<file path="src/rtl/imem_loader.sv">
// rtl/imem_loader.sv - byte-stream instruction memory loader with XOR checksum and core hold
module imem_loader #(
    parameter int ADDR_WIDTH = 8
) (
    input  logic                  clk,
    input  logic                  rst_n,
    input  logic                  start,
    input  logic [ADDR_WIDTH:0]   num_words,
    input  logic                  in_valid,
    input  logic [7:0]            in_data,
    output logic                  in_ready,
    output logic                  imem_we,
    output logic [ADDR_WIDTH-1:0] imem_addr,
    output logic [31:0]           imem_wdata,
    output logic                  cpu_hold,
    output logic                  busy,
    output logic                  done,
    output logic                  error
);

    typedef enum logic [2:0] {
        S_IDLE,
        S_LOAD,
        S_CHECK,
        S_DONE,
        S_ERROR
    } state_t;

    localparam logic [ADDR_WIDTH:0] MAX_WORDS = (ADDR_WIDTH+1)'(1) << ADDR_WIDTH;
    localparam logic [ADDR_WIDTH:0] ONE_WORD  = (ADDR_WIDTH+1)'(1);

    state_t                  r_state;
    state_t                  w_next;
    logic [1:0]              r_byte_idx;
    logic [ADDR_WIDTH:0]     r_words_left;
    logic [ADDR_WIDTH-1:0]   r_addr;
    logic [7:0]              r_xor;
    logic [23:0]             r_word;
    logic                    r_we;
    logic [ADDR_WIDTH-1:0]   r_imem_addr;
    logic [31:0]             r_imem_wdata;

    logic w_ready;
    logic w_busy;
    logic w_done;
    logic w_error;
    logic w_hold;
    logic w_start_ok;
    logic w_accept;
    logic w_load_byte;
    logic w_word_end;
    logic w_last;

    // start is only honoured while no load is in flight
    assign w_start_ok  = start && (r_state == S_IDLE || r_state == S_DONE || r_state == S_ERROR);
    assign w_accept    = in_valid && w_ready;
    assign w_load_byte = w_accept && (r_state == S_LOAD);
    assign w_word_end  = w_load_byte && (r_byte_idx == 2'd3);
    assign w_last      = w_word_end && (r_words_left == ONE_WORD);

    // state register
    always_ff @(posedge clk or negedge rst_n) begin
        if (!rst_n) begin
            r_state <= S_IDLE;
        end else begin
            r_state <= w_next;
        end
    end

    // next-state and state-decoded outputs
    always_comb begin
        w_next  = r_state;
        w_ready = 1'b0;
        w_busy  = 1'b0;
        w_done  = 1'b0;
        w_error = 1'b0;
        w_hold  = 1'b1;
        unique case (r_state)
            S_LOAD: begin
                w_ready = 1'b1;
                w_busy  = 1'b1;
                if (w_last) begin
                    w_next = S_CHECK;
                end
            end
            S_CHECK: begin
                w_ready = 1'b1;
                w_busy  = 1'b1;
                if (in_valid) begin
                    w_next = (in_data == r_xor) ? S_DONE : S_ERROR;
                end
            end
            default: begin
                w_done  = (r_state == S_DONE);
                w_error = (r_state == S_ERROR);
                w_hold  = (r_state != S_DONE);
                if (start) begin
                    if (num_words == '0) begin
                        w_next = S_CHECK;
                    end else if (num_words > MAX_WORDS) begin
                        w_next = S_ERROR;
                    end else begin
                        w_next = S_LOAD;
                    end
                end
            end
        endcase
    end

    // byte assembly, running checksum and registered memory write port
    always_ff @(posedge clk or negedge rst_n) begin
        if (!rst_n) begin
            r_byte_idx   <= '0;
            r_words_left <= '0;
            r_addr       <= '0;
            r_xor        <= '0;
            r_word       <= '0;
            r_we         <= 1'b0;
            r_imem_addr  <= '0;
            r_imem_wdata <= '0;
        end else begin
            r_we <= w_word_end;
            if (w_start_ok) begin
                r_byte_idx   <= '0;
                r_words_left <= num_words;
                r_addr       <= '0;
                r_xor        <= '0;
            end else if (w_load_byte) begin
                r_byte_idx <= r_byte_idx + 2'd1;
                r_xor      <= r_xor ^ in_data;
                unique case (r_byte_idx)
                    2'd0: r_word[7:0]   <= in_data;
                    2'd1: r_word[15:8]  <= in_data;
                    2'd2: r_word[23:16] <= in_data;
                    default: begin
                        r_imem_wdata <= {in_data, r_word};
                        r_imem_addr  <= r_addr;
                        r_addr       <= r_addr + ADDR_WIDTH'(1);
                        r_words_left <= r_words_left - ONE_WORD;
                    end
                endcase
            end
        end
    end

    assign in_ready   = w_ready;
    assign imem_we    = r_we;
    assign imem_addr  = r_imem_addr;
    assign imem_wdata = r_imem_wdata;
    assign cpu_hold   = w_hold;
    assign busy       = w_busy;
    assign done       = w_done;
    assign error      = w_error;

endmodule

</file>
<file path="config.mk">
export PLATFORM = sky130hd
export DESIGN_NAME = imem_loader
export DESIGN_NICKNAME = d
export VERILOG_FILES = /design/src/rtl/imem_loader.sv
export SDC_FILE = /design/constraint.sdc
export NUM_CORES = 1
export LEC_CHECK = 0
export ABC_AREA = 0
export CAP_MARGIN = 20
export CORE_MARGIN = 5
export CORE_UTILIZATION = 51
export DETAILED_ROUTE_END_ITERATION = 16
export MAX_ROUTING_LAYER = met4
export PLACE_DENSITY = 0.84
export SYNTH_ARGS = -nofsm -noshare
export SYNTH_HDL_FRONTEND = slang
export SYNTH_SLANG_ARGS = --single-unit
export TNS_END_PERCENT = 50
</file>
<file path="constraint.sdc">
create_clock -name clk -period 2.6 [get_ports clk]
set_clock_uncertainty 0.05 [all_clocks]
set_input_delay 0.26 -clock clk [delete_from_list [all_inputs] [get_ports clk]]
set_output_delay 0.26 -clock clk [all_outputs]
set_load 0.02 [all_outputs]
</file>
==> results.ini <==
[status]
status = finished, final reports clean

[die]
die_y_um = 102
io_pins = 67
die_w_um = 102
start_util = 0.524
dieArea_um2 = 10400
core.rowCount = 33
core_area_um2 = 8260

[clocking]
cts_hold_buf = 1
clkTransAtPathRegs_ns = 0.10
cts_resized = 0
clk_path_buf_depth = 2
cts_made_buffers = 9
clkLatencyLatePin_ns = 0.36
cts_tree = done
h-tree-depth = 3
clock-root-buffer = clkbuf_8
clkSinkCount = 95
cts_setup_buffers = 0

[global_route]
grt_usage = 0.206
grt_overflow = 0
grt_pass1_wl_um = 16500
grt_pass1_vias = 3451
grt_max_degree = 48
antenna_found_initial = 0

[worst_setup_path]
rrSetupSlack_ns = 0.41
critPathMaxStageDelay_ns = 0.66
crit_slowest_cell = o21a_1
worst_ep_arrival_time_ns = 2.39
r2r_start = r_state[1]$_DFFE_PN0P_
reg2regPathDepth = 4
path_delay_family = compound AO/OA/AOI/OAI gates
end_kind = flip-flop
cp_max_fo = 19
reg2reg_to = r_words_left[3]$_DFFE_PN0P_
crit_type = flip-flop to flip-flop
worstPathCellList = and3b_1 -> o21a_1 -> o21ai_0 -> a221o_1
critical_path_buf_inv_count = 0
cp-start-kind = flip-flop
cp.depth = 4
cp.required_ns = 2.80

[power]
leakage_nw = 2.58
p_clk_frac = 0.175
seqPwrFrac = 0.439
p_int_mw = 3.54
switching_share = 0.364
peakVddDrop_mv = 0.516
combPwrFrac = 0.386
pwr_density_cell_nw_per_um2 = 1040
p_sw_mw = 2.03

[yosys]
syn_area_um2 = 4320
synthArstFlopShare = 1.00
synth_top_family_by_area = simple AND/OR/NAND/NOR gates
synth.net_count = 460
synth.distinct_cells = 50
synthMuxAreaShare = 0.0961
netlist_instances = 429
yosysWarnings = 0
yosys.area_share.simple = 0.207
synth_ff_type = dfrtp_1
synth_compound_area_frac = 0.0715
syn-mean-instance-area_um2 = 10.1
synth-xor-area-share = 0.0162
synth_edf_count = 0
synthAdderAreaFrac = 0.0289
ys_seq_area_frac = 0.550
synth-seq-cells = 95

[placement]
place_congestion = 0.834
dp_cells = 594
post-dp-hpwl_um = 6890
port_buffers = 66

[drt]
drc = 0
wl_um = 9820
routed_via_density = 5.52
wl_per_cell_um = 16.1
first_pass_iters = 4
vias = 3367
dr.first_iter.drc_count = 234
drtAntennaViolNets = 0

[timing]
setup_tns_ns = 0
min_period_over_period = 0.842
worst_pin_slew_ns = 0.774
maxSlewHeadroom = 0.484
finalHoldViolCount = 0
rsz0062_at_grt = false
finalCriticalPeriod_ns = 2.19
setup-violations-final = 0
drv_slew = 0
fmax_mhz = 457

[job]
cap_violations = 0

[finish]
fin_cells = 610
diodes = 0
drive_gt1_frac = 0.135
fin_nets = 532
mostFrequentLayoutCells = 139 x nand2_1, 95 x dfrtp_1, 65 x clkdlybuf4s50_1
layout_commonest_cell = nand2_1
syn_to_final_growth_pct = 23.7

[min_path]
hold_class = input pin to asynchronous set/reset pin

Yosys cell counts, types with 2 or more instances:
cell / n / area, µm²
nand2_1: 139 / 522
dfrtp_1: 95 / 2380
mux2_2: 28 / 315
clkbuf_1: 14 / 52.6
nor2_1: 14 / 52.6
inv_1: 11 / 41.3
ha_1: 10 / 125
mux2i_1: 10 / 100
a21oi_1: 9 / 45.0
o21ai_0: 9 / 45.0
xor2_1: 7 / 61.3
nand3_1: 6 / 30.0
nor2b_1: 6 / 37.5
nand4_1: 5 / 31.3
nor3_1: 5 / 25.0
a22o_1: 4 / 35.0
and2_1: 4 / 25.0
buf_1: 4 / 15.0
nor4_1: 4 / 25.0
o311ai_0: 4 / 35.0
a221o_1: 3 / 30.0
and3_1: 3 / 18.8
buf_2: 3 / 15.0
a31oi_1: 2 / 12.5
nand2b_1: 2 / 12.5
nor3b_1: 2 / 15.0
o211ai_1: 2 / 15.0
o31ai_1: 2 / 15.0
worst max path at each step:
stage,start,to
2_1_floorplan,r_words_left[4]$_DFFE_PN0P_,r_state[0]$_DFFE_PN0P_
3_3_place_gp,in_valid,r_addr[3]$_DFFE_PN0P_
3_5_place_dp,in_valid,r_addr[3]$_DFFE_PN0P_
4_1_cts,r_state[0]$_DFFE_PN0P_,error
5_1_grt,r_state[0]$_DFFE_PN0P_,r_words_left[3]$_DFFE_PN0P_
6_report,r_state[1]$_DFFE_PN0P_,r_words_left[3]$_DFFE_PN0P_
worst register-to-register path, delay by kind of cell, from the launching register on:
kind | cells | cell delay [ns]
and+or+nand+nor | 1 | 0.28
AOI/OAI and AO/OA | 3 | 1.20
DFF | 1 | 0.56
per-layer routing:
metal	track usage	vias to the layer above	wire length, µm
met5	-	-	0
met2	0.324	82	4780
li1	-	1596	-
met4	0.0817	0	199
met3	0.0225	21	303
met1	0.277	1668	4540
logic make-up after synthesis:
logic type | Yosys count
mux | 38
compound gates | 44
flops | 95
fa+ha+maj | 10
xor+xnor | 8
simple gates | 201
buf+inv | 33
layout make-up:
| cell class | count | area (µm²) |
|---|---|---|
| fill | 652 | 2910 |
| sequential | 95 | 2380 |
| multi-input combinational | 301 | 1820 |
| timing repair buffer | 83 | 788 |
| tap | 105 | 131 |
| clock buffer | 9 | 124 |
| clock inverter | 6 | 70.1 |
| inverter | 11 | 41.3 |
flip-flops by register name (all words and copies together) (netlist names):
| name | cells |
|---|---|
| r_byte_idx | 2 |
| r_state | 3 |
| r_words_left | 9 |
| r_word | 24 |
| imem_wdata | 32 |
| imem_addr | 8 |
| r_addr | 8 |
| r_xor | 8 |
| imem_we | 1 |
power groups by stage:
stage	registers [mW]	logic (mW)	clock network, mW
floorplan	2.58	1.15	0
global placement	2.44	2.08	0
detailed placement	2.46	2.15	0
CTS	2.44	2.17	0.983
global route	2.53	2.35	1.04
finish	2.45	2.15	0.976
stage by stage:
stage | power (mW) | hold WS (ns) | cell area, µm² | util | setup WS [ns]
after floorplan | 3.73 | -0.0856 | 4320 | - | 0.694
after global placement | 4.51 | 0.236 | 5140 | 0.623 | 0.325
after detailed placement | 4.61 | 0.249 | 5140 | 0.623 | 0.264
after CTS | 5.59 | 0.394 | 5350 | 0.648 | 0.426
after global routing | 5.92 | 0.450 | 5350 | 0.648 | 0.235
final | 5.57 | 0.385 | 5350 | 0.648 | 0.411
Power figures use the tool's default switching activity.
